### src/rtl/dmem_arbiter.sv
// Two-port round-robin arbiter for the shared data memory, with a bounded burst length
// and registered one-cycle read responses. Define DMEM_ARB_FIXED_PRIO_EN for fixed port-0 priority.
//
// state  | meaning
// -------+---------------------------------------------
// IDLE   | no beat accepted in the previous cycle
// OWN0   | port 0 accepted the previous beat
// OWN1   | port 1 accepted the previous beat
module dmem_arbiter #(
    parameter int WIDTH     = 32,
    parameter int BURST_MAX = 4
) (
    input  logic             clk,
    input  logic             rst_n,
    input  logic             p0_req,
    input  logic             p0_we,
    input  logic [WIDTH-1:0] p0_addr,
    input  logic [WIDTH-1:0] p0_wdata,
    input  logic             p1_req,
    input  logic             p1_we,
    input  logic [WIDTH-1:0] p1_addr,
    input  logic [WIDTH-1:0] p1_wdata,
    output logic             p0_gnt,
    output logic             p1_gnt,
    output logic             p0_rvalid,
    output logic             p1_rvalid,
    output logic [WIDTH-1:0] p0_rdata,
    output logic [WIDTH-1:0] p1_rdata,
    output logic             mem_read_en,
    output logic             mem_write_en,
    output logic [WIDTH-1:0] mem_addr,
    output logic [WIDTH-1:0] mem_write_data,
    input  logic [WIDTH-1:0] mem_out_data
);

    typedef enum logic [1:0] {
        S_IDLE = 2'd0,
        S_OWN0 = 2'd1,
        S_OWN1 = 2'd2
    } state_t;

    localparam logic [3:0] BURST_LIM = 4'(BURST_MAX);

    state_t           r_state;
    state_t           w_state_nxt;
    logic [3:0]       r_cnt;
    logic [3:0]       w_cnt_nxt;
    logic [3:0]       w_cnt_inc;
    logic             r_last;
    logic             w_last_nxt;
    logic             w_win0;
    logic             w_win1;
    logic             w_acc0;
    logic             w_acc1;
    logic             r_p0_rvalid;
    logic             r_p1_rvalid;
    logic [WIDTH-1:0] r_p0_rdata;
    logic [WIDTH-1:0] r_p1_rdata;

    always_comb begin
        w_win0 = 1'b0;
        w_win1 = 1'b0;
`ifdef DMEM_ARB_FIXED_PRIO_EN
        w_win0 = p0_req;
        w_win1 = p1_req & ~p0_req;
`else
        if (r_state == S_OWN0 && p0_req && (r_cnt < BURST_LIM || !p1_req)) begin
            w_win0 = 1'b1;
        end else if (r_state == S_OWN1 && p1_req && (r_cnt < BURST_LIM || !p0_req)) begin
            w_win1 = 1'b1;
        end else if (p0_req && !p1_req) begin
            w_win0 = 1'b1;
        end else if (p1_req && !p0_req) begin
            w_win1 = 1'b1;
        end else if (p0_req && p1_req) begin
            // Contention out of a non-owning state: the port that did not win last time goes first.
            w_win0 = r_last;
            w_win1 = ~r_last;
        end
`endif
    end

    // Grants are forced low while reset is asserted so nothing reaches the memory.
    assign p0_gnt = w_win0 & rst_n;
    assign p1_gnt = w_win1 & rst_n;
    assign w_acc0 = p0_req & p0_gnt;
    assign w_acc1 = p1_req & p1_gnt;

    always_comb begin
        mem_read_en    = 1'b0;
        mem_write_en   = 1'b0;
        mem_addr       = '0;
        mem_write_data = '0;
        if (w_acc0) begin
            mem_read_en    = ~p0_we;
            mem_write_en   = p0_we;
            mem_addr       = p0_addr;
            mem_write_data = p0_wdata;
        end else if (w_acc1) begin
            mem_read_en    = ~p1_we;
            mem_write_en   = p1_we;
            mem_addr       = p1_addr;
            mem_write_data = p1_wdata;
        end
    end

    // Count never wraps, even when fixed priority lets port 0 run past the burst limit.
    assign w_cnt_inc = (r_cnt == 4'hF) ? r_cnt : r_cnt + 4'd1;

    always_comb begin
        w_state_nxt = r_state;
        w_cnt_nxt   = r_cnt;
        w_last_nxt  = r_last;
        if (w_acc0) begin
            if (r_state == S_OWN0) begin
                w_cnt_nxt = p1_req ? w_cnt_inc : BURST_LIM;
            end else begin
                w_state_nxt = S_OWN0;
                w_cnt_nxt   = 4'd1;
                w_last_nxt  = 1'b0;
            end
        end else if (w_acc1) begin
            if (r_state == S_OWN1) begin
                w_cnt_nxt = p0_req ? w_cnt_inc : BURST_LIM;
            end else begin
                w_state_nxt = S_OWN1;
                w_cnt_nxt   = 4'd1;
                w_last_nxt  = 1'b1;
            end
        end else begin
            w_state_nxt = S_IDLE;
            w_cnt_nxt   = 4'd0;
        end
    end

    always_ff @(posedge clk or negedge rst_n) begin
        if (!rst_n) begin
            r_state <= S_IDLE;
            r_cnt   <= 4'd0;
            r_last  <= 1'b1;
        end else begin
            r_state <= w_state_nxt;
            r_cnt   <= w_cnt_nxt;
            r_last  <= w_last_nxt;
        end
    end

    always_ff @(posedge clk or negedge rst_n) begin
        if (!rst_n) begin
            r_p0_rvalid <= 1'b0;
            r_p1_rvalid <= 1'b0;
            r_p0_rdata  <= '0;
            r_p1_rdata  <= '0;
        end else begin
            r_p0_rvalid <= w_acc0 & ~p0_we;
            r_p1_rvalid <= w_acc1 & ~p1_we;
            if (w_acc0 && !p0_we) begin
                r_p0_rdata <= mem_out_data;
            end
            if (w_acc1 && !p1_we) begin
                r_p1_rdata <= mem_out_data;
            end
        end
    end

    assign p0_rvalid = r_p0_rvalid;
    assign p1_rvalid = r_p1_rvalid;
    assign p0_rdata  = r_p0_rdata;
    assign p1_rdata  = r_p1_rdata;

endmodule

### config.mk
export PLATFORM = sky130hd
export DESIGN_NAME = dmem_arbiter
export DESIGN_NICKNAME = d
export VERILOG_FILES = /design/src/rtl/dmem_arbiter.sv
export SDC_FILE = /design/constraint.sdc
export NUM_CORES = 1
export LEC_CHECK = 0
export BUFFER_PORTS_ARGS = -buffer_cell sky130_fd_sc_hd__buf_2
export CORE_AREA = 8 8 109 111
export CTS_BUF_LIST = sky130_fd_sc_hd__clkbuf_8 sky130_fd_sc_hd__clkbuf_16
export DETAILED_ROUTE_END_ITERATION = 12
export DIE_AREA = 0 0 117 119
export GPL_TIMING_DRIVEN = 0
export PLACE_DENSITY_LB_ADDON = 0.08
export SYNTH_ARGS = -nofsm -noshare
export SYNTH_HDL_FRONTEND = slang
export SYNTH_SLANG_ARGS = --single-unit
### constraint.sdc
create_clock -name clk -period 2.6 [get_ports clk]
set_input_delay 0.13 -clock clk [delete_from_list [all_inputs] [get_ports clk]]
set_output_delay 0.13 -clock clk [all_outputs]
set_load 0.03 [all_outputs]
==> impl_metrics.prom, run 1 <==
# TYPE chip_impl_metric gauge
chip_impl_info{name="run_status",value="finished clean"} 1
chip_impl_metric{name="max_slew.worst_pin.slew",unit="ns"} 1.02
chip_impl_metric{name="routedWlPerCell",unit="um"} 21.3
chip_impl_metric{name="yosys.area.top_type_share",unit="%"} 49.3
chip_impl_metric{name="syn-num-nets",unit=""} 436
chip_impl_metric{name="grt_overflow",unit=""} 0
chip_impl_metric{name="postSynthCellCount",unit=""} 269
chip_impl_metric{name="rrSetupSlack",unit="ns"} 0.51
chip_impl_metric{name="gp_congestion",unit=""} 0.933
chip_impl_metric{name="synth_fa_ha_area_share",unit="%"} 0.343
chip_impl_info{name="root_buffer",value="clkbuf_8"} 1
chip_impl_metric{name="numPortBuffers",unit=""} 299
chip_impl_metric{name="synth_async_sr_flop_share",unit="%"} 100
chip_impl_metric{name="depth_of_the_worst_register_to_register_path",unit=""} 7
chip_impl_info{name="cts_tree",value="done"} 1
chip_impl_metric{name="grt_max_degree",unit=""} 51
chip_impl_metric{name="post_synth_instance_area",unit="um2"} 3650
chip_impl_metric{name="irDropWorstVdd",unit="mV"} 0.502
chip_impl_metric{name="first_pass_grt_wire_length",unit="um"} 23000
chip_impl_metric{name="first_pass_iters",unit=""} 4
chip_impl_metric{name="finalWorstSetupSlack",unit="ns"} 0.159
chip_impl_metric{name="timing.slew.headroom",unit="%"} 32.1
chip_impl_metric{name="pwr-share-clk",unit="%"} 17.7
chip_impl_metric{name="number_of_fillers_in_the_final_layout",unit=""} 940
chip_impl_metric{name="cts_max_level",unit=""} 3
chip_impl_metric{name="cellInternalPower",unit="mW"} 3.10
chip_impl_metric{name="area_growth_syn_to_layout",unit="%"} 54.2
chip_impl_metric{name="power_switching_share",unit="%"} 43.5
chip_impl_metric{name="cap_violations",unit=""} 0
chip_impl_metric{name="synth-edff-count",unit=""} 0
chip_impl_metric{name="cts.clk_slew.worst_paths",unit="ns"} 0.08
chip_impl_metric{name="initial_utilization",unit="%"} 36.2
chip_impl_info{name="worst_path_dominant_cell_family",value="buffers and inverters"} 1
chip_impl_info{name="path_class",value="flop to output pin"} 1
chip_impl_metric{name="detail_route.vias_per_cell",unit=""} 4.91
chip_impl_metric{name="power.net_switching",unit="mW"} 2.39
chip_impl_metric{name="timing.final.crit_share",unit="%"} 93.9
chip_impl_metric{name="io_pins",unit=""} 300
chip_impl_metric{name="highest_attainable_clock_frequency",unit="MHz"} 410
chip_impl_metric{name="post_route_cells_drive_above_1_share",unit="%"} 67.9
chip_impl_metric{name="fraction_of_the_mapped_netlist_area_in_simple_logic_gates",unit="%"} 3.91
chip_impl_metric{name="postRouteWirelength",unit="um"} 15600
chip_impl_metric{name="std_cell_rows",unit=""} 37
chip_impl_metric{name="report.final.slew_viol_count",unit=""} 0
chip_impl_metric{name="power_per_cell_area",unit="nW/um2"} 974
chip_impl_metric{name="setup_viol",unit=""} 0
chip_impl_metric{name="design_area",unit="um2"} 5630
chip_impl_metric{name="design.die.area",unit="um2"} 13900
chip_impl_info{name="hold_class",value="primary input to flop"} 1
chip_impl_info{name="cp-start-kind",value="flop"} 1
chip_impl_info{name="critPathCaptureType",value="output pin"} 1
chip_impl_metric{name="synth_compound_area_share",unit="%"} 18.5
chip_impl_metric{name="fp.coreArea",unit="um2"} 10100
chip_impl_metric{name="pre_cts_ws",unit="ns"} 0.337
chip_impl_metric{name="detailroute.via_count",unit=""} 3602
chip_impl_info{name="mostFrequentLayoutCells",value="302 x buf_2, 72 x dfrtp_1, 66 x a22o_1"} 1
chip_impl_info{name="slowest_stage",value="dfrtp_1"} 1
chip_impl_metric{name="detailedRoute.firstIterationViolations",unit=""} 112
chip_impl_info{name="hold_start",value="mem_out_data[5]"} 1
chip_impl_metric{name="residual_drc",unit=""} 0
chip_impl_metric{name="antenna_violating_nets_post_route",unit=""} 0
chip_impl_metric{name="postSynthRegisterBits",unit=""} 73
chip_impl_metric{name="data_required_time_at_the_worst_endpoint",unit="ns"} 2.47
chip_impl_info{name="crit_path_end",value="mem_addr[9]"} 1
chip_impl_metric{name="synth_cell_type_count",unit=""} 36
chip_impl_metric{name="post-dp-hpwl",unit="um"} 12900
chip_impl_metric{name="p_leak",unit="nW"} 3.03
chip_impl_metric{name="floorplan.die.width",unit="um"} 117
chip_impl_metric{name="antenna_violations_before_repair",unit=""} 9
chip_impl_metric{name="clk-insertion-delay-late",unit="ns"} 0.33
chip_impl_metric{name="cp_num_buf_inv",unit=""} 3
chip_impl_info{name="r2r_end",value="p0_rdata[12]$_DFFE_PN0P_"} 1
chip_impl_metric{name="cell_count_along_the_critical_path",unit=""} 7
chip_impl_metric{name="number_of_nets_in_the_finished_design",unit=""} 751
chip_impl_metric{name="grtUsageTotal",unit="%"} 21.9
chip_impl_metric{name="critical-path-max-stage-delay",unit="ns"} 0.39
chip_impl_metric{name="fp.dieH",unit="um"} 119
chip_impl_info{name="synth_top_flop_cell",value="dfrtp_1"} 1
chip_impl_metric{name="dpl-instance-area",unit="um2"} 5350
chip_impl_metric{name="synthXorXnorAreaFrac",unit="%"} 0.240
chip_impl_metric{name="clk_skew",unit="ns"} 0.00720
chip_impl_metric{name="cp_max_fo",unit=""} 10
chip_impl_metric{name="yosysWarnings",unit=""} 0
chip_impl_metric{name="avgSynthCellArea",unit="um2"} 13.6
chip_impl_info{name="synthTopCellsByArea",value="dfrtp_1 49%, a22o_1 16%, mux2_4 12%, mux2_2 11%, buf_6 1.5%"} 1
chip_impl_metric{name="cts_buffers",unit=""} 9
chip_impl_metric{name="finalHoldViolations",unit=""} 0
chip_impl_info{name="rsz0062_at_grt",value="no"} 1
chip_impl_info{name="worstReg2RegStart",value="r_state[1]$_DFFE_PN0P_"} 1
chip_impl_metric{name="clk_path_buf_depth",unit=""} 2
chip_impl_metric{name="clock-sinks",unit=""} 73
chip_impl_info{name="synth_top_family_by_area",value="multiplexers"} 1
chip_impl_info{name="netlist.top_cell.by_area",value="dfrtp_1"} 1
chip_impl_info{name="crit_path_start",value="r_state[1]$_DFFE_PN0P_"} 1
chip_impl_metric{name="yosysSeqAreaShare",unit="%"} 50.1
chip_impl_metric{name="power.combinational.fraction",unit="%"} 50.2
chip_impl_metric{name="arrival",unit="ns"} 2.31
chip_impl_metric{name="final.min_clock_period",unit="ns"} 2.44
chip_impl_metric{name="synthMuxAreaShare",unit="%"} 22.9
chip_impl_info{name="timing.critical_path.cells",value="nor2b_2 > a31o_1 > and3_1 > buf_6 > clkbuf_1 > a22o_1 > buf_2"} 1
chip_impl_metric{name="p_seq_share",unit="%"} 32.1
chip_impl_info{name="layout.cells.most_common",value="buf_2"} 1
chip_impl_metric{name="grt_pass1_vias",unit=""} 3953
final cells by class:
type                    count  area (um2)  area share [%]
multi-input cells         171        1680            29.9
flip-flops and latches     73        1830            32.5
clock inverters             6        92.6            1.64
plain buffers              23         141            2.51
clock buffers               9         124            2.20
well taps                 136         170            3.02
diodes                      9        22.5           0.400
inverters                   2        7.51           0.133
repair buffers            304        1560            27.7
registers in the layout (all words and copies together), names as in the netlist:
name / flops
p0_rdata: 32
r_last: 1
p0_rvalid: 1
r_cnt: 4
p1_rdata: 32
p1_rvalid: 1
r_state: 2
power by group through the flow:
| stage | Clock, mW | Sequential [mW] | Combinational (mW) |
|---|---|---|---|
| CTS | 0.998 | 1.76 | 2.78 |
| finish | 0.973 | 1.76 | 2.75 |
| floorplan | 0 | 2.56 | 1.06 |
| global placement | 0 | 1.76 | 2.74 |
| global route | 1.04 | 1.81 | 2.90 |
| detailed placement | 0 | 1.78 | 2.77 |
synthesized netlist by cell type, types with 2 or more instances:
cell      count
nand3_1       3
and3_1        3
nand2_1       7
buf_4         3
clkbuf_1     11
a21oi_1       2
inv_1         2
a22o_1       66
buf_6         5
buf_2         4
o21ai_0       3
dfrtp_1      72
mux2_4       28
mux2_2       36
nand3b_1      3
how the worst min path moves through the flow:
stage	slack, ns	to	cells past startpoint
after floorplan	-0.17	p0_rdata[0]$_DFFE_PN0P_	0
after global placement	0.37	p0_rdata[1]$_DFFE_PN0P_	2
after detailed placement	0.07	p1_rdata[10]$_DFFE_PN0P_	1
after CTS	0.01	p1_rdata[5]$_DFFE_PN0P_	2
after global routing	0.009	p1_rdata[13]$_DFFE_PN0P_	2
final	0.03	p1_rdata[5]$_DFFE_PN0P_	2
cells by family (layout without fill, tap and decap cells):
logic type | Yosys count | in the layout
XOR/XNOR | 1 | 1
AO/OA/AOI/OAI | 80 | 80
flip-flops | 73 | 73
multiplexers | 65 | 65
other | 0 | 9
AND/OR/NAND/NOR | 24 | 24
adder cells (fa/ha/maj) | 1 | 1
buffers and inverters | 25 | 344
metrics by stage:
| stage | std cells | util, % | total power, mW | hold WS, ns | TNS (ns) |
|---|---|---|---|---|---|
| 2_1_floorplan | 269 | - | 3.62 | -0.166 | 0 |
| 3_3_place_gp | 704 | 52.7 | 4.50 | 0.375 | -65.15 |
| 3_5_place_dp | 705 | 53.0 | 4.54 | 0.0748 | 0 |
| 4_1_cts | 722 | 55.4 | 5.54 | 0.0127 | 0 |
| 5_1_grt | 733 | 55.8 | 5.76 | 0.00877 | 0 |
| 6_report | 733 | 55.8 | 5.49 | 0.0305 | 0 |
metal layers:
metal,share of wire (%),routed length (um),global-route usage [%]
met4,1.9,297,8.49
met5,0,0,0
met1,36,5550,23.9
met3,11,1670,8.94
met2,52,8090,36.9
worst register-to-register path, stage by stage (launching register included):
cell     delay, ns
dfrtp_1       0.41
nor2b_2       0.19
and3_1        0.22
o21ai_4       0.20
nor2b_1       0.16
buf_2         0.21
buf_4         0.22
mux2_2        0.36
repair_timing:
action / in CTS / in global routing
pin swaps: 0 / 1
hold endpoints to repair: 22 / 0
endpoints found under the setup margin: 1 / 12
buffers inserted: 0 / 2
hold buffers: 2 / 0
gates resized for setup: 1 / 4
(Power assumes the default switching activity.)
==> run 2, diff against run 1 <==
- ABC_AREA: default -> 1
- SETUP_SLACK_MARGIN: default -> 0.2
- clock period: 2.6 -> 2.5 ns (I/O delays scaled with it)
==> run 2 against run 1 <==
Compared with the run above: critical endpoint is now mem_addr[8]; largest cell class is now non-clock buffers; routed wire length rose by 17%; first-iteration DRC count rose to 2.6 times the previous value; non-clock buffer count rose by 26; sequential share of layout area fell by 3.1 points.
==> impl_metrics.prom, run 2 <==
# TYPE chip_impl_metric gauge
chip_impl_info{name="run_status",value="finished clean"} 1
chip_impl_metric{name="grt_util_met2",unit="%"} 42.0
chip_impl_metric{name="cp_max_fo",unit=""} 10
chip_impl_info{name="hold_start",value="mem_out_data[23]"} 1
chip_impl_metric{name="power_per_cell_area",unit="nW/um2"} 814
chip_impl_metric{name="routedWlPerCell",unit="um"} 17.3
chip_impl_metric{name="highest_attainable_clock_frequency",unit="MHz"} 458
chip_impl_metric{name="std_cell_rows",unit=""} 37
chip_impl_metric{name="synth-edff-count",unit=""} 0
chip_impl_metric{name="floorplan.die.width",unit="um"} 117
chip_impl_metric{name="detailroute.via_count",unit=""} 5129
chip_impl_metric{name="clk_skew",unit="ns"} 0.00786
chip_impl_info{name="path_class",value="flop to output pin"} 1
chip_impl_metric{name="finalHoldViolations",unit=""} 0
chip_impl_metric{name="io_pins",unit=""} 300
chip_impl_metric{name="report.final.slew_viol_count",unit=""} 0
chip_impl_metric{name="cts_max_level",unit=""} 3
chip_impl_metric{name="residual_drc",unit=""} 0
chip_impl_metric{name="avgSynthCellArea",unit="um2"} 6.91
chip_impl_metric{name="timing.slew.headroom",unit="%"} 65.5
chip_impl_metric{name="yosysWarnings",unit=""} 0
chip_impl_info{name="rsz0062_at_grt",value="yes"} 1
chip_impl_metric{name="postSynthRegisterBits",unit=""} 73
chip_impl_metric{name="first_pass_grt_wire_length",unit="um"} 27500
chip_impl_metric{name="antenna_violating_nets_post_route",unit=""} 0
chip_impl_metric{name="area_growth_syn_to_layout",unit="%"} 53.3
chip_impl_metric{name="first_pass_iters",unit=""} 6
chip_impl_metric{name="design_area",unit="um2"} 6230
chip_impl_metric{name="irDropWorstVdd",unit="mV"} 0.420
chip_impl_metric{name="timing.final.crit_share",unit="%"} 87.4
chip_impl_metric{name="clock-sinks",unit=""} 73
chip_impl_metric{name="grt_max_degree",unit=""} 43
chip_impl_metric{name="cts_buffers",unit=""} 9
chip_impl_metric{name="post_synth_instance_area",unit="um2"} 4060
chip_impl_metric{name="pwr-share-clk",unit="%"} 17.9
chip_impl_metric{name="post-dp-hpwl",unit="um"} 14800
chip_impl_metric{name="yosysSeqAreaShare",unit="%"} 45.0
chip_impl_metric{name="cts.clk_slew.worst_paths",unit="ns"} 0.08
chip_impl_metric{name="final.min_clock_period",unit="ns"} 2.18
chip_impl_info{name="cp-start-kind",value="flop"} 1
chip_impl_info{name="root_buffer",value="clkbuf_8"} 1
chip_impl_metric{name="cellInternalPower",unit="mW"} 2.72
chip_impl_metric{name="numPortBuffers",unit=""} 298
chip_impl_metric{name="data_required_time_at_the_worst_endpoint",unit="ns"} 2.38
chip_impl_metric{name="grt_overflow",unit=""} 0
chip_impl_metric{name="power.net_switching",unit="mW"} 2.35
chip_impl_metric{name="post-route-util",unit="%"} 61.7
chip_impl_info{name="synth_top_flop_cell",value="dfrtp_1"} 1
chip_impl_info{name="worstReg2RegStart",value="r_cnt[2]$_DFF_PN0_"} 1
chip_impl_metric{name="p_seq_share",unit="%"} 33.6
chip_impl_metric{name="post_route_cells_drive_above_1_share",unit="%"} 40.2
chip_impl_info{name="hold_class",value="primary input to flop"} 1
chip_impl_info{name="synthTopCellsByArea",value="dfrtp_1 44%, nand2_1 32%, nand3_1 5.5%, nand4_1 5.4%, buf_2 1.8%"} 1
chip_impl_info{name="synthTopCellsByCount",value="348 x nand2_1, 72 x dfrtp_1, 45 x nand3_1"} 1
chip_impl_metric{name="power.combinational.fraction",unit="%"} 48.5
chip_impl_info{name="cts_tree",value="done"} 1
chip_impl_metric{name="gp_congestion",unit=""} 0.961
chip_impl_metric{name="final-seq-area",unit="um2"} 1830
chip_impl_metric{name="p_leak",unit="nW"} 3.90
chip_impl_info{name="yosysMostFrequentCell",value="nand2_1"} 1
chip_impl_metric{name="clk-insertion-delay-late",unit="ns"} 0.34
chip_impl_metric{name="initial_utilization",unit="%"} 40.3
chip_impl_metric{name="detailedRoute.firstIterationViolations",unit=""} 295
chip_impl_info{name="netlist.top_cell.by_area",value="dfrtp_1"} 1
chip_impl_metric{name="antenna_violations_before_repair",unit=""} 6
chip_impl_metric{name="design.die.area",unit="um2"} 13900
chip_impl_info{name="crit_path_start",value="r_cnt[2]$_DFF_PN0_"} 1
chip_impl_metric{name="postSynthCellCount",unit=""} 588
chip_impl_metric{name="power_switching_share",unit="%"} 46.3
chip_impl_metric{name="grt_pass1_vias",unit=""} 5089
chip_impl_metric{name="number_of_nets_in_the_finished_design",unit=""} 1080
chip_impl_metric{name="finalHoldWorstSlack",unit="ns"} 0.0304
chip_impl_info{name="mostFrequentLayoutCells",value="346 x nand2_1, 282 x buf_2, 72 x dfrtp_1"} 1
chip_impl_metric{name="detail_route.vias_per_cell",unit=""} 4.86
chip_impl_info{name="grt_busiest_layer",value="met2"} 1
chip_impl_metric{name="synth_cell_type_count",unit=""} 25
chip_impl_metric{name="yosys.area.top_type_share",unit="%"} 44.3
chip_impl_metric{name="clk_path_buf_depth",unit=""} 2
chip_impl_metric{name="multi_input_comb_area",unit="um2"} 1910
chip_impl_metric{name="syn-num-nets",unit=""} 755
chip_impl_info{name="critPathCaptureType",value="output pin"} 1
chip_impl_metric{name="max_slew.worst_pin.slew",unit="ns"} 0.518
chip_impl_metric{name="fp.coreArea",unit="um2"} 10100
chip_impl_metric{name="arrival",unit="ns"} 2.06
chip_impl_metric{name="cap_violations",unit=""} 0
chip_impl_metric{name="number_of_fillers_in_the_final_layout",unit=""} 1019
chip_impl_metric{name="synth_async_sr_flop_share",unit="%"} 100
chip_impl_metric{name="fp.dieH",unit="um"} 119
chip_impl_metric{name="global_route.usage.met1",unit="%"} 30.8
chip_impl_metric{name="setup_viol",unit=""} 0
chip_impl_metric{name="power.total",unit="mW"} 5.07
chip_impl_info{name="layout.cells.most_common",value="nand2_1"} 1
chip_impl_metric{name="dpl-instance-area",unit="um2"} 5750
chip_impl_metric{name="grtUsageTotal",unit="%"} 25.2
chip_impl_metric{name="postRouteWirelength",unit="um"} 18300
chip_impl_metric{name="grtUsageMet3",unit="%"} 9.15
run 2: cell count changes after synthesis, sizes merged, moves of 10 or more:
cell	previous run	this run
nand2	7	351
nand3	3	46
buf	12	30
nor2	1	11
nand4	0	35
inv	2	21
a22o	66	0
mux2	64	0
run 2: path summary, 6_finish.rpt:
kind	endpoint	slack, ns	depth (start not counted)
setup / recovery	mem_addr[8]	0.32	11
hold / removal	p1_rdata[23]$_DFFE_PN0P_	0.03	3
setup reg to reg	p1_rdata[26]$_DFFE_PN0P_	0.73	11
hold reg to reg	p0_rdata[28]$_DFFE_PN0P_	0.47	2
max in group asynchronous	p0_rdata[29]$_DFFE_PN0P_	1.62	4
min in group asynchronous	p1_rdata[9]$_DFFE_PN0P_	0.46	4
run 2: critical path, cell delays in order, from the launching register on:
cell and delay, ns:
dfrtp_1 0.36, clkbuf_4 0.18, nor2_4 0.12, nor2_1 0.04, nor2_1 0.07, nor2_1 0.08, nor2_4 0.19, buf_6 0.16
buf_4 0.17, nand2_1 0.09, nand2_1 0.08, buf_4 0.17
run 2: what timing repair did:
action                                 CTS  global route
endpoints found under the hold margin   30             0
cloned                                   0             1
setup endpoints to repair                3            66
pin swaps                                0             3
resized for setup                        3            46
buffers inserted                         0             9
hold buffers                             5             0
run 2: metrics by stage:
step	setup TNS (ns)	setup slack (ns)	std cells
after floorplan	0	0.794	588
after global placement	-17.39	-0.360	1022
after detailed placement	0	0.285	1023
after CTS	0	0.202	1044
after global routing	0	0.126	1055
final	0	0.316	1055
run 2: logic make-up after synthesis:
| logic type | share of synthesized area (%) |
|---|---|
| buffers and inverters | 8.50 |
| adders and majority gates | 0.308 |
| DFF | 45.0 |
| AOI/OAI and AO/OA | 0.862 |
| xor gates and xnor gates | 0.216 |
| and+or+nand+nor | 45.1 |
run 2: final cells by class:
type	instances	share of cell area, %
clock buffer	9	1.99
antenna	1	0.0402
buffer	39	4.36
clock inverter	7	1.14
timing repair buffer	314	28.3
tap	136	2.73
multi-input combinational	453	30.7
inverter	23	1.39
sequential	73	29.3
run 2: layer usage:
layer | share of wire, % | vias up
li1 | - | 2495
met1 | 38 | 2370
met2 | 49 | 230
met3 | 11 | 24
met4 | 1.2 | 10
met5 | 0.32 | -
run 2: power by group through the flow:
| stage | Clock, mW | Combinational (mW) | Sequential [mW] |
|---|---|---|---|
| after floorplan | 0 | 0.868 | 2.35 |
| after CTS | 0.933 | 2.40 | 1.70 |
| after global placement | 0 | 2.34 | 1.71 |
| final | 0.910 | 2.46 | 1.70 |
| after detailed placement | 0 | 2.38 | 1.72 |
| after global routing | 0.983 | 2.65 | 1.74 |
